<file path="src/rtl/morse_keyer_if.sv">
// morse_keyer_if: symbol valid/ready handshake between a text source and the keyer
interface morse_keyer_if;
  logic       sym_valid;
  logic       sym_ready;
  logic [5:0] sym_code;
  modport master (output sym_valid, sym_code, input sym_ready);
  modport slave (input sym_valid, sym_code, output sym_ready);
endinterface

</file>
<file path="src/rtl/morse_keyer.sv">
// morse_keyer: accepts one symbol per handshake and keys it out as timed Morse marks/spaces
module morse_keyer #(
  parameter int UNIT_CYCLES    = 4,
  parameter int DASH_UNITS     = 3,
  parameter int CHAR_GAP_UNITS = 3,
  parameter int WORD_GAP_UNITS = 7
) (
  input  logic          clk,
  input  logic          rst,
  morse_keyer_if.slave  sym,
  output logic          o_key_out,
  output logic          o_elem_is_dash,
  output logic          o_busy,
  output logic          o_done,
  output logic          o_err
);
  localparam int MAX_UNITS = (DASH_UNITS > CHAR_GAP_UNITS) ?
    ((DASH_UNITS > WORD_GAP_UNITS) ? DASH_UNITS : WORD_GAP_UNITS) :
    ((CHAR_GAP_UNITS > WORD_GAP_UNITS) ? CHAR_GAP_UNITS : WORD_GAP_UNITS);
  localparam int CW = $clog2(MAX_UNITS * UNIT_CYCLES + 1);
  localparam logic [CW-1:0] L_DOT  = CW'(UNIT_CYCLES - 1);
  localparam logic [CW-1:0] L_DASH = CW'(DASH_UNITS * UNIT_CYCLES - 1);
  localparam logic [CW-1:0] L_CGAP = CW'(CHAR_GAP_UNITS * UNIT_CYCLES - 1);
  localparam logic [CW-1:0] L_WGAP = CW'(WORD_GAP_UNITS * UNIT_CYCLES - 1);

  typedef enum logic [2:0] {IDLE, MARK, ESPACE, CGAP, WGAP} state_t;

  // Returns {length[2:0], pattern[4:0]}; pattern is left-aligned, bit 4 first, 1 = dash
  function automatic logic [7:0] rom(input logic [5:0] c);
    case (c)
      6'd1:  rom = {3'd2, 5'b01000};
      6'd2:  rom = {3'd4, 5'b10000};
      6'd3:  rom = {3'd4, 5'b10100};
      6'd4:  rom = {3'd3, 5'b10000};
      6'd5:  rom = {3'd1, 5'b00000};
      6'd6:  rom = {3'd4, 5'b00100};
      6'd7:  rom = {3'd3, 5'b11000};
      6'd8:  rom = {3'd4, 5'b00000};
      6'd9:  rom = {3'd2, 5'b00000};
      6'd10: rom = {3'd4, 5'b01110};
      6'd11: rom = {3'd3, 5'b10100};
      6'd12: rom = {3'd4, 5'b01000};
      6'd13: rom = {3'd2, 5'b11000};
      6'd14: rom = {3'd2, 5'b10000};
      6'd15: rom = {3'd3, 5'b11100};
      6'd16: rom = {3'd4, 5'b01100};
      6'd17: rom = {3'd4, 5'b11010};
      6'd18: rom = {3'd3, 5'b01000};
      6'd19: rom = {3'd3, 5'b00000};
      6'd20: rom = {3'd1, 5'b10000};
      6'd21: rom = {3'd3, 5'b00100};
      6'd22: rom = {3'd4, 5'b00010};
      6'd23: rom = {3'd3, 5'b01100};
      6'd24: rom = {3'd4, 5'b10010};
      6'd25: rom = {3'd4, 5'b10110};
      6'd26: rom = {3'd4, 5'b11000};
      6'd27, 6'd28, 6'd29, 6'd30, 6'd31, 6'd32:
        rom = {3'd5, 5'b11111 >> (c - 6'd27)};
      6'd33, 6'd34, 6'd35, 6'd36:
        rom = {3'd5, ~(5'b11111 >> (c - 6'd32))};
      default: rom = 8'd0;
    endcase
  endfunction

  state_t        r_state, w_next;
  logic [CW-1:0] r_cnt, w_load;
  logic [4:0]    r_pat;
  logic [2:0]    r_len;
  logic          r_done, r_err;
  logic [7:0]    w_rom;
  logic          w_xfer, w_legal, w_zero, w_dash_nx;

  assign w_rom     = rom(sym.sym_code);
  assign w_xfer    = sym.sym_valid & sym.sym_ready;
  assign w_legal   = sym.sym_code <= 6'd36;
  assign w_zero    = r_cnt == '0;
  assign w_dash_nx = (r_state == IDLE) ? w_rom[4] : r_pat[4];

  always_comb begin
    w_next = r_state;
    case (r_state)
      IDLE:    if (w_xfer && w_legal) w_next = (sym.sym_code == 6'd0) ? WGAP : MARK;
      MARK:    if (w_zero) w_next = (r_len == 3'd1) ? CGAP : ESPACE;
      ESPACE:  if (w_zero) w_next = MARK;
      default: if (w_zero) w_next = IDLE;
    endcase
    w_load = (w_next == MARK) ? (w_dash_nx ? L_DASH : L_DOT) :
             (w_next == CGAP) ? L_CGAP : (w_next == WGAP) ? L_WGAP : L_DOT;
  end

  // The counter reloads on every state change, so it never has to wrap
  always_ff @(posedge clk) begin
    if (rst) begin
      r_state <= IDLE;
      r_cnt   <= '0;
      r_pat   <= '0;
      r_len   <= '0;
      r_done  <= 1'b0;
      r_err   <= 1'b0;
    end else begin
      r_state <= w_next;
      r_cnt   <= (w_next != r_state) ? w_load : (w_zero ? r_cnt : r_cnt - 1'b1);
      r_done  <= (r_state == CGAP || r_state == WGAP) && w_next == IDLE;
      r_err   <= w_xfer && !w_legal;
      if (w_xfer) {r_len, r_pat} <= w_rom;
      else if (r_state == MARK && w_zero) begin
        r_pat <= {r_pat[3:0], 1'b0};
        r_len <= r_len - 3'd1;
      end
    end
  end

  assign sym.sym_ready  = !rst && r_state == IDLE;
  assign o_busy         = !rst && r_state != IDLE;
  assign o_key_out      = !rst && r_state == MARK;
  assign o_elem_is_dash = o_key_out && r_pat[4];
  assign o_done         = !rst && r_done;
  assign o_err          = !rst && r_err;
endmodule

</file>
<file path="src/flat_wrapper.sv">
// flat-port wrapper written by rule: the top's interface ports become plain ports
module morse_keyer_flat 
#(
  parameter int UNIT_CYCLES    = 4,
  parameter int DASH_UNITS     = 3,
  parameter int CHAR_GAP_UNITS = 3,
  parameter int WORD_GAP_UNITS = 7
)
  (clk, rst, o_key_out, o_elem_is_dash, o_busy, o_done, o_err, sym_sym_valid, sym_sym_code, sym_sym_ready);
  morse_keyer_if sym_i ();
  input  logic clk;
  input  logic rst;
  output logic o_key_out;
  output logic o_elem_is_dash;
  output logic o_busy;
  output logic o_done;
  output logic o_err;
  input wire logic [$bits(sym_i.sym_valid)-1:0] sym_sym_valid;
  input wire logic [$bits(sym_i.sym_code)-1:0] sym_sym_code;
  output wire logic [$bits(sym_i.sym_ready)-1:0] sym_sym_ready;
  assign sym_i.sym_valid = sym_sym_valid;
  assign sym_i.sym_code = sym_sym_code;
  assign sym_sym_ready = sym_i.sym_ready;
  morse_keyer #(.UNIT_CYCLES(UNIT_CYCLES), .DASH_UNITS(DASH_UNITS), .CHAR_GAP_UNITS(CHAR_GAP_UNITS), .WORD_GAP_UNITS(WORD_GAP_UNITS)) u_core (.clk(clk), .rst(rst), .sym(sym_i), .o_key_out(o_key_out), .o_elem_is_dash(o_elem_is_dash), .o_busy(o_busy), .o_done(o_done), .o_err(o_err));
endmodule
</file>
<file path="config.mk">
export PLATFORM = sky130hd
export DESIGN_NAME = morse_keyer_flat
export DESIGN_NICKNAME = d
export VERILOG_FILES = /design/src/rtl/morse_keyer_if.sv /design/src/rtl/morse_keyer.sv /design/src/flat_wrapper.sv
export SDC_FILE = /design/constraint.sdc
export NUM_CORES = 1
export LEC_CHECK = 0
export CAP_MARGIN = 0
export CORE_MARGIN = 10
export CORE_UTILIZATION = 30
export CTS_CLUSTER_SIZE = 30
export DETAILED_ROUTE_END_ITERATION = 8
export GPL_TIMING_DRIVEN = 0
export PLACE_DENSITY_LB_ADDON = 0.2
export SLEW_MARGIN = 15
export SYNTH_ARGS = -nofsm -noshare
export SYNTH_HDL_FRONTEND = slang
export SYNTH_SLANG_ARGS = --single-unit
</file>
<file path="constraint.sdc">
create_clock -name clk -period 2.3 [get_ports clk]
set_input_delay 0.23 -clock clk [delete_from_list [all_inputs] [get_ports clk]]
set_output_delay 0.23 -clock clk [all_outputs]
set_load 0.03 [all_outputs]
</file>
==> results.cfg <==
[clock_tree]
clkLatencyLatePin_ns = 0.26
cts_max_path_buffers = 2
clk_transition_reported_paths_ns = 0.07
numCtsBuffers = 3
clkSinkCount = 18
tritoncts = built
ctsHtreeMaxLevel = 1
cts_hold_buf = 0
cts_root_buffer = sky130_fd_sc_hd__clkbuf_8

[pwr]
p_clk_share_pct = 18.9
p_switching_w = 0.000565
power.density_cell_area_mw_per_mm2 = 627
worst_ir_drop_vdd_v = 0.000383
cellLeakagePower_nw = 0.855
p_sw_share_pct = 39.8
cellInternalPower_w = 0.000854
comb_power_share_pct = 51.8
p_seq_share_pct = 29.3
power.total_w = 0.00142

[synthesis]
post-synth-top-area-cell = sky130_fd_sc_hd__dfxtp_1
number_of_warnings_issued_by_yosys = 0
synth_fp_nets = 286
synth.yosys.seq_area_share_pct = 18.6
syn_area_mm2 = 0.00194
post-synth-top-area-fraction_pct = 18.6
synth_enable_flop_cells = 0
synth_async_sr_flop_share_pct = 0
cells_after_synth = 270
synth_top_flop_cell = sky130_fd_sc_hd__dfxtp_1
syn-mean-instance-area_um2 = 7.17
synth.top_cells.by_area = sky130_fd_sc_hd__dfxtp_1, sky130_fd_sc_hd__a21oi_1, sky130_fd_sc_hd__nand2_1
cell_variety_after_synth = 60
postSynthRegisterBits = 18

[routing]
drtIter0Drc = 94
totalWireLength_um = 6080
via_cell_ratio = 5.67
routed-via-count = 2071
route.detailed.wl_per_inst_um = 16.6
antenna_violating_nets_post_route = 0
post-route-drc-count = 0
drt_pass1_iterations = 4

[worst_setup_path]
timing.critical_path.to_type = flop
worstPathRequired_ns = 2.46
setup.worst_path.class = in -> reg
cp_data_arrival_time_ns = 2.32
crit_path_max_fanout = 10
startpoint_type = primary input

[placement]
numPlacedInstances = 359
finalWeightedCongestion = 0.957
io_buffer_count = 12
dp_hpwl_um = 4490
dpl_cell_area_mm2 = 0.00215

[grt]
pin_count_of_the_biggest_net_entering_global_routing = 11
number_of_global_route_vias_before_repair = 2048
antenna_found_initial = 0
grt_usage_pct = 12.0
global_route_wire_length_before_repair_um = 10100
overflow = 0

[sta]
min_period_over_period_pct = 94.1
actual_slew_at_the_worst_max_slew_pin_ns = 0.477
max_transition_margin_pct = 68.2
finalCriticalPeriod_ns = 2.16
timing.final.hold_violations = 0
maxClockFrequency_ghz = 0.462
rsz0062_at_grt = false
report.final.slew_viol_count = 0
final.setup_skew_ns = 0.00755
finalSetupViolations = 0

[floorplanning]
dieArea_mm2 = 0.0101
dieHeight_um = 100
die_w_um = 100
rows = 29
initial_core_util_pct = 30.7
pin_count = 15
placeableCoreArea_mm2 = 0.00631

[worst_hold_path]
hp-class = in -> reg

[cells_and_area]
antenna_cells_inserted = 0
final_stage_net_count = 305
number_of_non_filler_instances_in_the_completed_layout = 365
syn_to_final_growth_pct = 16.9
final_layout_size_suffix_gt1_share_pct = 14.9
postLayoutCellArea_mm2 = 0.00226

[job]
max_cap_viol_count = 0

[run_status]
result_of_the_run = completed
-- worst max-delay path, cell delays in order --
cell and delay, ns:
sky130_fd_sc_hd__clkdlybuf4s50_1 0.51, sky130_fd_sc_hd__buf_6 0.16, sky130_fd_sc_hd__buf_6 0.15, sky130_fd_sc_hd__clkbuf_1 0.39, sky130_fd_sc_hd__nand3_1 0.21, sky130_fd_sc_hd__nand4_1 0.24
sky130_fd_sc_hd__o211ai_1 0.13, sky130_fd_sc_hd__a221oi_1 0.28
-- layout by cell type, fill, tap and decap left out, types with 7 or more instances in the layout --
master,n
sky130_fd_sc_hd__nand2_1,26
sky130_fd_sc_hd__nor2_1,24
sky130_fd_sc_hd__a21oi_1,23
sky130_fd_sc_hd__dfxtp_1,18
sky130_fd_sc_hd__o21ai_0,11
sky130_fd_sc_hd__inv_1,10
sky130_fd_sc_hd__buf_2,9
sky130_fd_sc_hd__nand3_1,9
sky130_fd_sc_hd__clkdlybuf4s50_1,9
sky130_fd_sc_hd__o21ai_1,8
sky130_fd_sc_hd__o211ai_1,7
-- through the flow --
stage | TNS, ns | hold slack [ns] | utilization, % | setup slack, ns
finish | 0 | 0.465 | 35.9 | 0.135
global placement | -5.00 | 0.488 | 34.1 | -0.617
global route | 0 | 0.535 | 35.9 | 0.00140
floorplan | 0 | 0.421 | - | 0.478
detailed placement | -4.78 | 0.490 | 34.1 | -0.607
CTS | 0 | 0.486 | 35.3 | 0.0209
-- registers in the layout (all words and copies together), names as in the netlist --
| signal | flops |
|---|---|
| u_core.r_cnt | 5 |
| u_core.r_pat | 5 |
| u_core.r_len | 3 |
| u_core.r_state | 3 |
| u_core.r_done | 1 |
| u_core.r_err | 1 |
-- what timing repair did --
| action | in CTS | in global routing |
|---|---|---|
| endpoints found under the setup margin | 8 | 7 |
| gates resized for setup | 7 | 11 |
| setup buffers | 0 | 3 |
-- cells by family after synthesis --
logic type                 synth area share (%)
and+or+nand+nor                            32.9
AOI/OAI and AO/OA                          30.1
buffers and inverters                      9.11
DFF                                        18.6
adders and majority gates                  4.52
xor gates and xnor gates                   2.71
muxes                                      2.07
-- cell usage after synthesis, types with 6 or more instances --
cell type                   n
sky130_fd_sc_hd__nor2_1    24
sky130_fd_sc_hd__dfxtp_1   18
sky130_fd_sc_hd__nor2b_1    6
sky130_fd_sc_hd__nand3_1    9
sky130_fd_sc_hd__o211ai_1   7
sky130_fd_sc_hd__inv_1     11
sky130_fd_sc_hd__xnor2_1    6
sky130_fd_sc_hd__nand2_1   26
sky130_fd_sc_hd__buf_2     12
sky130_fd_sc_hd__ha_1       7
sky130_fd_sc_hd__a21oi_1   23
sky130_fd_sc_hd__o21ai_1    9
sky130_fd_sc_hd__o21ai_0   11
-- final cells by class --
| type | count | area (µm²) |
|---|---|---|
| Timing Repair Buffer | 15 | 135 |
| Clock buffer | 4 | 55.1 |
| Tap cell | 77 | 96.3 |
| Inverter | 12 | 45.0 |
| Sequential cell | 18 | 360 |
| Buffer | 21 | 136 |
| Fill cell | 697 | 4050 |
| Multi-Input combinational cell | 218 | 1440 |
-- power groups by stage --
stage	logic [W]	clock network (W)	registers (W)
finish	0.000735	0.000269	0.000415
global route	0.000812	0.000289	0.000423
CTS	0.000676	0.000274	0.000415
detailed placement	0.000672	0	0.000422
global placement	0.000665	0	0.000422
floorplan	0.000520	0	0.000412
-- per-layer routing --
metal	up-vias	GRT usage (%)	part of all wire (%)
met5	-	0	0
met4	0	4.46	1.6
met3	8	1.51	5.2
met2	76	19.3	45
met1	959	15.9	48
li1	1028	-	-
-- worst paths after layout --
kind / startpoint / endpoint / slack [ns] / cells past startpoint
setup / recovery: sym_sym_code[2] / u_core.r_len[1] / 0.14 / 8
hold / removal: rst / u_core.r_pat[3] / 0.46 / 2
setup reg to reg: u_core.r_cnt[0] / u_core.r_len[2] / 0.27 / 9
hold reg to reg: u_core.r_pat[3] / u_core.r_pat[3] / 0.50 / 2
(Power assumes the default switching activity.)
